===== src/rtl/serializador_pkg.sv =====
// Shared definitions for the parallel-to-serial transmitter:
// FSM state encoding and the default word width.
package serializador_pkg;

    typedef enum logic [1:0] {
        IDLE   = 2'd0,
        SHIFT  = 2'd1,
        PARITY = 2'd2
    } estado_t;

    localparam int BITS_PADRAO = 8;

endpackage


===== src/rtl/serializador_paralelo_contador_bits.sv =====
// contador_bits: up-counter with synchronous clear and a terminal-count flag.
// Counts 0..MAX and holds at MAX; it never wraps on its own.
module contador_bits #(
    parameter int WIDTH = 3,
    parameter int MAX   = 7
) (
    input  logic             clk,
    input  logic             srst,
    input  logic             clr,
    input  logic             en,
    output logic [WIDTH-1:0] count,
    output logic             terminal
);

    localparam logic [WIDTH-1:0] ULTIMO = WIDTH'(MAX);

    logic [WIDTH-1:0] count_reg;

    // Clear has priority over increment; increment stops at the terminal value.
    always_ff @(posedge clk) begin
        if (srst) begin
            count_reg <= '0;
        end else if (clr) begin
            count_reg <= '0;
        end else if (en && (count_reg != ULTIMO)) begin
            count_reg <= count_reg + WIDTH'(1);
        end
    end

    assign count    = count_reg;
    assign terminal = (count_reg == ULTIMO);

endmodule


===== src/rtl/serializador_paralelo.sv =====
// serializador_paralelo: parallel-in, serial-out shifter, MSB first.
// A word is captured when load && ready; one bit is presented per clock with
// serial_valid, and last flags the final bit of the frame.
// Optional even-parity bit after the LSB: define SERIALIZADOR_PARITY_EN.
module serializador_paralelo
    import serializador_pkg::*;
#(
    parameter int BITS = BITS_PADRAO
) (
    input  logic            clk,
    input  logic            rst,
    input  logic [BITS-1:0] in,
    input  logic            load,
    output logic            ready,
    output logic            serial_out,
    output logic            serial_valid,
    output logic            last
);

    localparam int CW = $clog2(BITS);
`ifndef SERIALIZADOR_PARITY_EN
    localparam logic [CW-1:0] PENULTIMO = CW'(BITS - 2);
`endif

    estado_t         estado_reg;
    // Holds the bits not yet presented; the MSB goes straight to serial_out.
    logic [BITS-2:0] shreg_reg;
    logic            serial_out_reg;
    logic            serial_valid_reg;
    logic            last_reg;
    logic            ready_reg;
`ifdef SERIALIZADOR_PARITY_EN
    logic            parity_reg;
`endif

    logic [CW-1:0]   indice;
    logic            indice_fim;
    logic            aceita;
    logic            avanca;

    assign aceita = load && ready_reg && (estado_reg == IDLE);
    assign avanca = (estado_reg == SHIFT) && !indice_fim;

    // Index of the data bit currently on serial_out.
    contador_bits #(
        .WIDTH (CW),
        .MAX   (BITS - 1)
    ) u_contador (
        .clk      (clk),
        .srst     (rst),
        .clr      (aceita),
        .en       (avanca),
        .count    (indice),
        .terminal (indice_fim)
    );

    // Frame FSM: capture, shift out MSB first, optional parity bit, back to idle.
    always_ff @(posedge clk) begin
        if (rst) begin
            estado_reg       <= IDLE;
            shreg_reg        <= '0;
            serial_out_reg   <= 1'b0;
            serial_valid_reg <= 1'b0;
            last_reg         <= 1'b0;
            ready_reg        <= 1'b1;
`ifdef SERIALIZADOR_PARITY_EN
            parity_reg       <= 1'b0;
`endif
        end else begin
            case (estado_reg)
                IDLE: begin
                    if (aceita) begin
                        estado_reg       <= SHIFT;
                        shreg_reg        <= in[BITS-2:0];
                        serial_out_reg   <= in[BITS-1];
                        serial_valid_reg <= 1'b1;
                        last_reg         <= 1'b0;
                        ready_reg        <= 1'b0;
`ifdef SERIALIZADOR_PARITY_EN
                        parity_reg       <= in[BITS-1];
`endif
                    end
                end
                SHIFT: begin
                    if (!indice_fim) begin
                        shreg_reg      <= shreg_reg << 1;
                        serial_out_reg <= shreg_reg[BITS-2];
`ifdef SERIALIZADOR_PARITY_EN
                        parity_reg     <= parity_reg ^ shreg_reg[BITS-2];
                        last_reg       <= 1'b0;
`else
                        last_reg       <= (indice == PENULTIMO);
`endif
                    end else begin
`ifdef SERIALIZADOR_PARITY_EN
                        // LSB just went out: parity_reg now holds XOR of the word.
                        estado_reg       <= PARITY;
                        serial_out_reg   <= parity_reg;
                        last_reg         <= 1'b1;
`else
                        estado_reg       <= IDLE;
                        serial_out_reg   <= 1'b0;
                        serial_valid_reg <= 1'b0;
                        last_reg         <= 1'b0;
                        ready_reg        <= 1'b1;
`endif
                    end
                end
`ifdef SERIALIZADOR_PARITY_EN
                PARITY: begin
                    estado_reg       <= IDLE;
                    serial_out_reg   <= 1'b0;
                    serial_valid_reg <= 1'b0;
                    last_reg         <= 1'b0;
                    ready_reg        <= 1'b1;
                end
`endif
                default: begin
                    estado_reg       <= IDLE;
                    serial_out_reg   <= 1'b0;
                    serial_valid_reg <= 1'b0;
                    last_reg         <= 1'b0;
                    ready_reg        <= 1'b1;
                end
            endcase
        end
    end

    assign ready        = ready_reg;
    assign serial_out   = serial_out_reg;
    assign serial_valid = serial_valid_reg;
    assign last         = last_reg;

endmodule


===== config.mk =====
export PLATFORM = sky130hd
export DESIGN_NAME = serializador_paralelo
export DESIGN_NICKNAME = d
export VERILOG_FILES = /design/src/rtl/serializador_pkg.sv /design/src/rtl/serializador_paralelo_contador_bits.sv /design/src/rtl/serializador_paralelo.sv
export SDC_FILE = /design/constraint.sdc
export NUM_CORES = 1
export LEC_CHECK = 0
export CELL_PAD_IN_SITES_DETAIL_PLACEMENT = 1
export CELL_PAD_IN_SITES_GLOBAL_PLACEMENT = 1
export CORE_MARGIN = 1.5
export CORE_UTILIZATION = 37
export CTS_BUF_LIST = sky130_fd_sc_hd__clkbuf_16
export DETAILED_ROUTE_END_ITERATION = 7
export PLACE_DENSITY = 0.83
export SKIP_LAST_GASP = 1
export SLEW_MARGIN = 25
export SYNTH_ARGS = -nofsm -noshare
export SYNTH_HDL_FRONTEND = slang
export SYNTH_HIERARCHICAL = 1
export SYNTH_SLANG_ARGS = --single-unit

===== constraint.sdc =====
create_clock -name clk -period 2.3 [get_ports clk]
set_clock_uncertainty 0.1 [all_clocks]
set_input_delay 0.46 -clock clk [delete_from_list [all_inputs] [get_ports clk]]
set_output_delay 0.46 -clock clk [all_outputs]
set_load 0.005 [all_outputs]

; Word level (Yosys, flattened, before mapping)
; Index checks and enable logic that the tools add are counted.
[totals]
register_bits = 16
inputBits = 11
out_inout_bits = 4
[op_classes]
add_sub_neg = 1
n_eq_ne = 7
mux = 17
n_reduce_logical = 10
[ops]
columns = operator, n
row1 = $mux 7, 2
row2 = $pmux 7 s2, 1
row3 = $pmux 1 s2, 4
row4 = $mux 1, 7
row5 = $eq 3x3->1 const B, 2
row6 = $ne 2x2->1 const B, 3
row7 = $logic_and 1x1->1, 4
row8 = $mux 2, 2
row9 = $pmux 2 s2, 1
row10 = $add 3x1->3 const B, 1
row11 = $ne 3x3->1 const B, 1
row12 = $reduce_and 3->1, 1
row13 = $eq 2x1->1 const B, 1
row14 = $logic_not 2->1, 1
row15 = $reduce_and 2->1, 1
row16 = $reduce_bool 2->1, 1
row17 = $reduce_or 2->1, 1
row18 = $logic_not 1->1, 1

; Depth between registers and ports, before layout
; Gate-level depths: netlist of run 1.
[depth]
word_depth = 4
mapped_depth = 7

; By module
; The synthesis of run 1 kept the hierarchy.
[by_module_without_submodules]
columns = module, instances, cells_each, area_each_um2, seq_area_each_um2
row1 = serializador_paralelo, 1, 59, 586.8, 220.2
row2 = contador_bits, 1, 12, 142.6, 60.1

; Least setup slack after synthesis of run 1
; Ideal clock, no wire load.
[synth_timing]
path_kind = register to register
from = reg u_contador.count_reg[0] (netlist: u_contador/count[0])
to = reg u_contador.count_reg[1] (netlist: u_contador/count[1])
setup_time_ns = 0.125
arrival_ns = 1.439
slack_ns = 0.635
path_stages_with_launch = 8
period_less_slack_ns = 1.665
path_cell_list = dfxtp_1 -> ha_1 -> ha_1 -> buf_4 -> nor2b_4 -> nor2b_4 -> mux2i_1 -> nor3_1
[synth_via]
elab_chain_len = 4
[synth_lines]
columns = item, line
row1 = start: declaration, serializador_paralelo_contador_bits.sv:17  ; logic [WIDTH-1:0] count_reg;
row2 = start signal: assignment, serializador_paralelo_contador_bits.sv:26  ; count_reg <= count_reg + WIDTH'(1);
row3 = $eq 3x3->1, serializador_paralelo_contador_bits.sv:31  ; assign terminal = (count_reg == ULTIMO);
row4 = named net indice_fim, serializador_paralelo.sv:37  ; logic indice_fim;
row5 = $logic_not 1->1, n/a
row6 = $logic_and 1x1->1, serializador_paralelo.sv:42  ; assign avanca = (estado_reg == SHIFT) && !indice_fim;
row7 = named net avanca, serializador_paralelo.sv:39  ; logic avanca;
row8 = $logic_and 1x1->1, serializador_paralelo_contador_bits.sv:25  ; end else if (en && (count_reg != ULTIMO)) begin
; The timed path passes the listed nets, and every way through them passes these cells.
; A chain may end at the register's enable or synchronous reset.

; Final worst setup path of run 1
[layout_timing]
from = reg ready_reg (netlist: ready)
to = out ready
[layout_lines]
columns = item, line
row1 = start: declaration, serializador_paralelo.sv:31  ; logic ready_reg;
row2 = start signal: assignment, serializador_paralelo.sv:65  ; ready_reg <= 1'b1;
row3 = start signal: assignment, serializador_paralelo.sv:78  ; ready_reg <= 1'b0;
row4 = start signal: assignment, serializador_paralelo.sv:105  ; ready_reg <= 1'b1;
row5 = end: declaration, serializador_paralelo.sv:14  ; output logic ready,
; No word-level cell between the ends.

==> results of run 1 <==
[power breakdown]
part | total, mW | switching [mW] | leakage (nW) | internal, mW
registers | 0.288 | 0.0243 | 0.115 | 0.263
clock network | 0.335 | 0.105 | 0.0385 | 0.230
logic | 0.107 | 0.0449 | 0.196 | 0.0622
total | 0.730 | 0.174 | 0.350 | 0.556
[kinds of logic after synthesis]
| kind of cell | Yosys count | synth area share |
|---|---|---|
| xor+xnor | 1 | 0.0120 |
| fa+ha+maj | 2 | 0.0343 |
| mux | 8 | 0.110 |
| buf+inv | 6 | 0.0600 |
| simple gates | 23 | 0.230 |
| flops | 14 | 0.384 |
| compound gates | 17 | 0.170 |
[stage by stage]
stage	power, mW	instance area [sq um]	cells	setup slack [ns]
3_3_place_gp	0.393	872	106	0.424
3_5_place_dp	0.398	872	106	0.355
2_1_floorplan	0.357	729	71	0.635
4_1_cts	0.739	951	110	0.366
6_report	0.730	951	110	0.363
5_1_grt	0.759	951	110	0.300
[layout make-up]
cell class | instances | area, sq um | share of cell area
Tap cell | 25 | 31.3 | 0.0329
Sequential cell | 14 | 280 | 0.295
Clock buffer | 3 | 75.1 | 0.0789
Clock inverter | 1 | 3.75 | 0.00395
Timing Repair Buffer | 16 | 155 | 0.163
Multi-Input combinational cell | 51 | 405 | 0.426
[placed cells by master (no fill, tap or decap), drive strengths merged]
master	count
a211oi	12
nand4b	3
o22ai	1
nand2	2
nor2b	3
nand2b	1
a21oi	1
mux2i	8
clkinv	1
buf	2
nor2	1
nor3	3
nand3	1
nand3b	3
clkbuf	3
ha	2
clkdlybuf4s50	14
o21ba	1
and3	6
dfxtp	14
a31oi	2
xnor2	1
[worst max path at each step]
stage / from / end / slack (ns) / cells past startpoint
2_1_floorplan: u_contador/count[0]$_SDFFE_PP0P_ / u_contador/count[1]$_SDFFE_PP0P_ / 0.64 / 7
3_3_place_gp: load / shreg_reg[1]$_SDFFE_PP0P_ / 0.42 / 4
3_5_place_dp: load / u_contador/count[2]$_SDFFE_PP0P_ / 0.35 / 4
4_1_cts: serial_valid$_SDFFE_PP0P_ / serial_valid / 0.37 / 1
5_1_grt: ready$_SDFFE_PP1P_ / ready / 0.30 / 1
6_report: ready$_SDFFE_PP1P_ / ready / 0.36 / 1
[per-layer routing]
metal | vias up | track usage | share of wire
met1 | 298 | 0.252 | 0.47
met5 | - | 0 | 0
met2 | 11 | 0.286 | 0.47
met3 | 5 | 0.0385 | 0.033
li1 | 299 | - | -
met4 | 0 | 0.133 | 0.025
==> impl_results.md, run 1 <==
* Rows at 15
* Routed Antenna Nets at 0
* Initial antenna violation count at 0
* Number of synthesized flops with an enable pin at 0
* Final Util at 0.533
* Routed wire length at 1810 um
* Endpoints failing hold at 0
* CP Capture Type: primary output
* Worst vdd ir at 0.000495 V
* PostCTS Resize Cnt at 0
* Final setup fails at 0
* Hold-fix buffers, CTS at 0
* Hold Crit Depth at 2
* CTS tree: yes
* Syn Std Cell Area at 729 sq um
* Number of flip-flops in the largest register at 7
* Largest net degree at the start of global routing at 15
* Main flop type after synthesis: dfxtp_1
* Gpl congestion at 0.782
* Nets at 99
* First-pass GRT wire length at 2930 um
* Cell count after synthesis at 71
* Setup TNS at 0 ns
* Count leader, synth: dfxtp_1
* Synth area leader: dfxtp_1
* Startpoint Class: flip-flop
* F_max at 516 MHz
* Fill cells at 211
* Worst hold path class: reg2reg
* Reg2reg start: serial_valid$_SDFFE_PP0P_
* RSZ-0062 raised after global routing: false
* Remaining Overflow, GRT at 0
* Buffers and inverters on the worst path at 1
* DRC Markers at 0
* Die Ht at 47.4 um
* Critical Path, Cell by Cell: clkdlybuf4s50_1
* R2R depth at 5
* Wire per inst at 16.4 um
* Die area at 2250 sq um
* 1st-pass router iterations at 1
* Share of cells above drive strength 1 at 0.106
* Crit share post-route at 0.842
* Top area cells in the synthesized netlist: dfxtp_1 38%, a211oi_1 12%, mux2i_1 11%
* Status: finished, final reports clean
* Clk buf depth at 2
* Most frequent cells after synthesis: 14 x dfxtp_1, 12 x a211oi_1, 8 x mux2i_1
* Clock Pin Slew Worst Setup and Hold Paths at 0.05 ns
* Clk Latency, worst-skew pair at 0.25 ns
* Tightest Pin Transition at 0.526 ns
* Chip Width at 47.4 um
* I/O pin count at 15
* Area grow syn2layout at 30.4%
* Pwr/cell area at 767 nW/um^2
* Worst hold slack at 0.390 ns
* Clk sinks at 14
* Vias/cell at 5.57
* Via count at 613
* Post-CTS Setup Bufs at 0
* Root Driver: clkbuf_16
* Synth Register Bits at 14
* Slew headroom at 0.648
* Worst EP required at 1.74 ns
* Synth cell types at 24
* Slowest CP cell: clkdlybuf4s50_1
* Syn_area_per_cell at 10.3 sq um
* Max-Cap Viols at 0
* Hold_sp: last$_SDFFE_PP0P_
* Max Fanout on Critical Path at 12
* WP data arrival at 1.38 ns
* Top Family by Delay on Critical Path: buffers and inverters
* H-tree levels at 1
* Initial drt markers at 0
* Reg2Reg Setup Slack at 0.56 ns
* Mapped Nets at 84
* Ys async rst share at 0
* # port buffers at 14
* Core area at 1780 sq um
* Pleak at 0.350 nW
* Total GRT Usage at 0.194
* CTS buffer count at 3
* Synth top area share at 0.384
* Fin crit period at 1.94 ns
* Crit-path max cell delay at 0.58 ns
* ANT cells at 0
* Detail Placement HPWL at 1230 um
* WHS Endpoint: last$_SDFFE_PP0P_
* Sequential share of the synthesized area at 0.384
* Slew Limit Fails at 0
* Reg2reg end: u_contador/count[2]$_SDFFE_PP0P_
* Number of global-route vias before repair at 625
* Crit path kind: reg2out
* Starting Density at 0.409
* Synthesis Warnings at 6
Note: power is estimated with default switching activity, not from simulation.
==> run 2, diff against run 1 <==
CORE_UTILIZATION = 33   (was 37)
PLACE_DENSITY = 0.79   (was 0.83)
clock period = 1.7 ns   (was 2.3 ns; I/O delays follow)
==> run 2 against run 1 <==
Compared with the run above: first-iteration DRC count rose by 4; routed wire length rose by 3.2%; non-clock buffer count rose by 6; core utilization fell by 4.1 points; worst hold slack improved by 0.0043 ns; critical path type is now reg2reg; largest cell class unchanged.
==> impl_results.md, run 2 (same netlist as run 1, synthesis figures left out) <==
* Status: finished, final reports clean
* RSZ-0062 raised after global routing: false
* Sequential cell fraction of total power at 0.381
* Number of global-route vias before repair at 694
* Fill cells at 222
* Via count at 639
* Area grow syn2layout at 36.4%
* PostCTS Resize Cnt at 0
* Grt peak-use layer: met2
* R2R depth at 6
* Reg2Reg Setup Slack at 0.09 ns
* Total GRT Usage at 0.163
* Crit-path max cell delay at 0.33 ns
* CP Capture Type: flip-flop
* CTS buffer count at 3
* Core area at 2020 sq um
* Startpoint Class: flip-flop
* Share of cells above drive strength 1 at 0.167
* Met2 usage at 0.276
* Gpl congestion at 0.770
* Crit share post-route at 0.948
* H-tree levels at 1
* Detail Placement HPWL at 1310 um
* Starting Density at 0.361
* Clk sinks at 14
* Slowest CP cell: dfxtp_1
* Rows at 16
* Hold-fix buffers, CTS at 0
* Routed Antenna Nets at 0
* I/O pin count at 15
* Clk Latency, worst-skew pair at 0.24 ns
* Wire per inst at 15.9 um
* ANT cells at 0
* Crit path kind: reg2reg
* Chip Width at 50.0 um
* Root Driver: clkbuf_16
* Placed Cells at 114
* # port buffers at 14
* Setup TNS at 0 ns
* Post-CTS Setup Bufs at 0
* Pwr/cell area at 997 nW/um^2
* Power share of the clock group at 0.443
* Die Ht at 50.0 um
* M3 GR Usage at 0.0515
* Fin crit period at 1.61 ns
* Reg2reg start: u_contador/count[0]$_SDFFE_PP0P_
* Largest net degree at the start of global routing at 12
* Power Total at 992 uW
* Die area at 2500 sq um
* WHS Endpoint: last$_SDFFE_PP0P_
* Clk buf depth at 2
* Initial drt markers at 4
* Initial antenna violation count at 0
* Worst hold path class: reg2reg
* Net switching power at 230 uW
* Max Fanout on Critical Path at 3
* 1st-pass router iterations at 4
* Routed wire length at 1870 um
* Reg2reg end: u_contador/count[1]$_SDFFE_PP0P_
* Clock Pin Slew Worst Setup and Hold Paths at 0.04 ns
* Finished Layout Cells at 117
* Worst EP required at 1.72 ns
* Critical Path, Cell by Cell: ha_1, ha_1, nor2b_4, nor2b_4, mux2i_1, nor3_1
* DP Area at 920 sq um
* Comb power frac at 0.176
* Most frequent cells in the layout: 14 x clkdlybuf4s50_1, 14 x dfxtp_1, 12 x a211oi_1, 8 x mux2i_1, 8 x buf_4
* CTS tree: yes
* Worst hold slack at 0.395 ns
* Pleak at 0.378 nW
* Number of flip-flops in the largest register at 7
* Vias/cell at 5.46
* Cell area after layout at 995 sq um
* Global Route met1 Usage at 0.196
* Tightest Pin Transition at 0.305 ns
* Final setup fails at 0
* F_max at 620 MHz
* First-pass GRT wire length at 3130 um
* Remaining Overflow, GRT at 0
* DRC Markers at 0
* Switching Fraction at 0.232
* Slew Limit Fails at 0
* Max-Cap Viols at 0
* WP data arrival at 1.63 ns
* Hold_sp: last$_SDFFE_PP0P_
* Slew headroom at 0.796
* Worst vdd ir at 0.000766 V
* Pint at 762 uW
* Hold Crit Depth at 2
* Endpoints failing hold at 0
* Nets at 105
## run 2: power by group through the flow
stage,registers [mW],logic [mW],clock network [mW]
after floorplan,0.379,0.105,0
after global placement,0.382,0.167,0
after detailed placement,0.384,0.171,0
after CTS,0.378,0.176,0.449
after global routing,0.381,0.189,0.461
final,0.378,0.174,0.440
## run 2: stage by stage
| step | setup slack (ns) | utilization |
|---|---|---|
| 6_report | 0.0879 | 0.492 |
| 5_1_grt | 0.00217 | 0.492 |
| 4_1_cts | 0.0618 | 0.492 |
| 3_5_place_dp | -0.0190 | 0.455 |
| 3_3_place_gp | 0.0242 | 0.455 |
| 2_1_floorplan | 0.0353 | - |
## run 2: how the worst max path moves through the flow
stage | end | start | slack [ns]
finish | u_contador/count[1]$_SDFFE_PP0P_ | u_contador/count[0]$_SDFFE_PP0P_ | 0.09
global route | u_contador/count[2]$_SDFFE_PP0P_ | u_contador/count[0]$_SDFFE_PP0P_ | 0.002
CTS | u_contador/count[1]$_SDFFE_PP0P_ | u_contador/count[0]$_SDFFE_PP0P_ | 0.06
detailed placement | u_contador/count[1]$_SDFFE_PP0P_ | load | -0.02
global placement | u_contador/count[2]$_SDFFE_PP0P_ | load | 0.02
floorplan | u_contador/count[1]$_SDFFE_PP0P_ | u_contador/count[0]$_SDFFE_PP0P_ | 0.04
## run 2: area by class of cell
class	instances	area, sq um	share of cell area
flip-flops and latches	14	280	0.282
clock buffers	3	75.1	0.0755
repair buffers	22	200	0.201
well taps	27	33.8	0.0340
multi-input cells	51	405	0.408
## run 2: worst max-delay path: cells and delay by family (launching register included)
family                   cells  cell delay, ns
adder cells (fa/ha/maj)      2            0.47
flip-flops                   1            0.33
multiplexers                 1            0.20
AND/OR/NAND/NOR              3            0.40
## run 2: routing by layer
layer | share of wire | up-vias
met1 | 0.47 | 311
met2 | 0.49 | 13
met5 | 0 | -
met3 | 0.033 | 4
met4 | 0.0091 | 0
li1 | - | 311
==> run 3, diff against run 2 <==
PLACE_DENSITY = 0.8   (was 0.79)
SYNTH_HIERARCHICAL = default   (was 1)
==> run 3 against run 2 <==
Compared with the run above: via count fell by 7.5%; routed wire length down 11%; sequential share of layout area hardly changed; setup slack improved by 0.0018 ns; sequential power is 2% higher; area after synthesis down 2.9%; die area shrank 2.7%; final cell count unchanged; total power increased by 3.2%; non-clock buffer count did not move.
==> impl_results.md, run 3 <==
* Status: finished, final reports clean
* Pleak at 0.388 nW
* Synth top area share at 0.396
* Routed Antenna Nets at 0
* Switching Fraction at 0.238
* Clk buf depth at 2
* ANT cells at 0
* Sequential share of the synthesized area at 0.396
* Routed wire length at 1670 um
* Most common cell after layout, fill and taps aside: clkdlybuf4s50_1
* Synth cell types at 27
* Vias/cell at 5.05
* Fin crit period at 1.61 ns
* Nets at 106
* Pwr/cell area at 1020 nW/um^2
* Die area at 2430 sq um
* Slew Limit Fails at 0
* CTS buffer count at 3
* Slowest CP cell: clkdlybuf4s50_1
* Pint at 780 uW
* Endpoints failing hold at 0
* Crit-path max cell delay at 0.53 ns
* Core area at 1980 sq um
* Detail Placement HPWL at 1180 um
* Ys async rst share at 0
* Hold-fix buffers, CTS at 0
* Synth Register Bits at 14
* CTS tree: yes
* Buffers and inverters on the worst path at 1
* Syn_area_per_cell at 10.3 sq um
* Most frequent cells in the layout: 14 x clkdlybuf4s50_1, 13 x dfxtp_1, 8 x nor3_1, 8 x buf_4, 7 x mux2i_1
* Worst hold path class: reg2reg
* Final Util at 0.504
* CP Capture Type: primary output
* Mapped Nets at 84
* Initial drt markers at 1
* DRC Markers at 0
* Crit share post-route at 0.947
* Chip Width at 49.3 um
* Top area cells in the synthesized netlist: dfxtp_1 40%, a211oi_2 11%, mux2i_1 9.9%
* Area grow syn2layout at 41.2%
* Clk sinks at 14
* Max Fanout on Critical Path at 8
* Comb power frac at 0.195
* RSZ-0062 raised after global routing: false
* Power share of the clock group at 0.430
* Synth area leader: dfxtp_1
* Starting Density at 0.357
* First-pass GRT wire length at 2780 um
* Max-Cap Viols at 0
* Main flop type after synthesis: dfxtp_1
* Synthesis Warnings at 0
* Most frequent cells after synthesis: 14 x dfxtp_1, 8 x nor3_1, 7 x mux2i_1
* Remaining Overflow, GRT at 0
* Top Family by Delay on Critical Path: buffers and inverters
* Hold Crit Depth at 2
* WP data arrival at 1.17 ns
* R2R depth at 5
* Fill cells at 214
* # port buffers at 14
* F_max at 621 MHz
* Initial antenna violation count at 0
* I/O pin count at 15
* Count leader, synth: dfxtp_1
* Total GRT Usage at 0.153
* Share of cells above drive strength 1 at 0.233
* Worst hold slack at 0.391 ns
* Via count at 591
* Die Ht at 49.3 um
* 1st-pass router iterations at 2
* Final setup fails at 0
* Sequential cell fraction of total power at 0.375
* Rows at 16
* Root Driver: clkbuf_16
* Clock Pin Slew Worst Setup and Hold Paths at 0.05 ns
* Hold_sp: last$_SDFFE_PP0P_
* Wire per inst at 14.2 um
* Worst path depth at 1
* Number of flip-flops in the largest register at 7
* Reg2reg start: u_contador.count[0]$_SDFFE_PP0P_
* Crit path kind: reg2out
* Clk Latency, worst-skew pair at 0.24 ns
* Cell count after synthesis at 69
* Crit path launch: serial_valid$_SDFFE_PP0P_
* Number of global-route vias before repair at 636
* Critical Path, Cell by Cell: clkdlybuf4s50_1
* Number of synthesized flops with an enable pin at 0
* Tightest Pin Transition at 0.261 ns
* Startpoint Class: flip-flop
* Worst vdd ir at 0.000608 V
* Slew headroom at 0.825
* Worst EP required at 1.26 ns
* Syn Std Cell Area at 708 sq um
* H-tree levels at 1
* Largest net degree at the start of global routing at 11
* Gpl congestion at 0.771
* Net switching power at 243 uW
run 3: changes by cell type after synthesis, sizes merged, moves of 2 or more:
cell    before  now
and3         6    1
nor2         1    3
a211oi      12    8
ha           2    4
nor3         3    8
run 3: per-layer routing:
metal	track usage	wire length (um)	up-vias
met5	0	0	-
met4	0.0714	19	0
met3	0.0368	43	2
met2	0.270	864	10
met1	0.171	741	284
li1	-	-	295
run 3: power by group through the flow:
| stage | clock [mW] | combinational, mW | sequential [mW] |
|---|---|---|---|
| 4_1_cts | 0.454 | 0.191 | 0.385 |
| 3_3_place_gp | 0 | 0.180 | 0.388 |
| 5_1_grt | 0.473 | 0.216 | 0.388 |
| 3_5_place_dp | 0 | 0.187 | 0.390 |
| 2_1_floorplan | 0 | 0.126 | 0.382 |
| 6_report | 0.440 | 0.199 | 0.384 |
run 3: worst paths after layout:
kind | endpoint | slack, ns
setup / recovery | serial_valid | 0.09
hold / removal | last$_SDFFE_PP0P_ | 0.39
setup reg to reg | u_contador.count[1]$_SDFFE_PP0P_ | 0.11
hold reg to reg | last$_SDFFE_PP0P_ | 0.39
run 3: repair_timing:
| action | 4_1_cts | 5_1_grt |
|---|---|---|
| setup endpoints to repair | 2 | 7 |
| buffers inserted | 0 | 1 |
| hold endpoints to repair | 0 | 0 |
| gates resized for setup | 2 | 3 |
| cloned | 0 | 0 |
run 3: cell families after synthesis:
kind of cell    share of synthesized area
mux                                0.0989
flops                               0.396
fa+ha+maj                          0.0707
compound gates                      0.173
simple gates                        0.198
buf+inv                            0.0512
xor+xnor                           0.0124
run 3: cell type report:
cell class	instances	area (sq um)	share of cell area
multi-input combinational	49	402	0.402
sequential	14	282	0.282
timing repair buffer	22	200	0.200
clock buffer	3	75.1	0.0751
tap	27	33.8	0.0338
clock inverter	1	3.75	0.00375
inverter	1	3.75	0.00375
run 3: metrics by stage:
step | setup TNS, ns | cell area (sq um) | power, mW | setup WS, ns | instances
2_1_floorplan | 0 | 708 | 0.508 | 0.140 | 69
3_5_place_dp | -0.0282 | 902 | 0.577 | -0.0173 | 112
6_report | 0 | 1000 | 1.02 | 0.0897 | 117
5_1_grt | 0 | 1000 | 1.08 | 0.00229 | 117
4_1_cts | 0 | 983 | 1.03 | 0.0188 | 116
3_3_place_gp | 0 | 902 | 0.569 | 0.00389 | 112
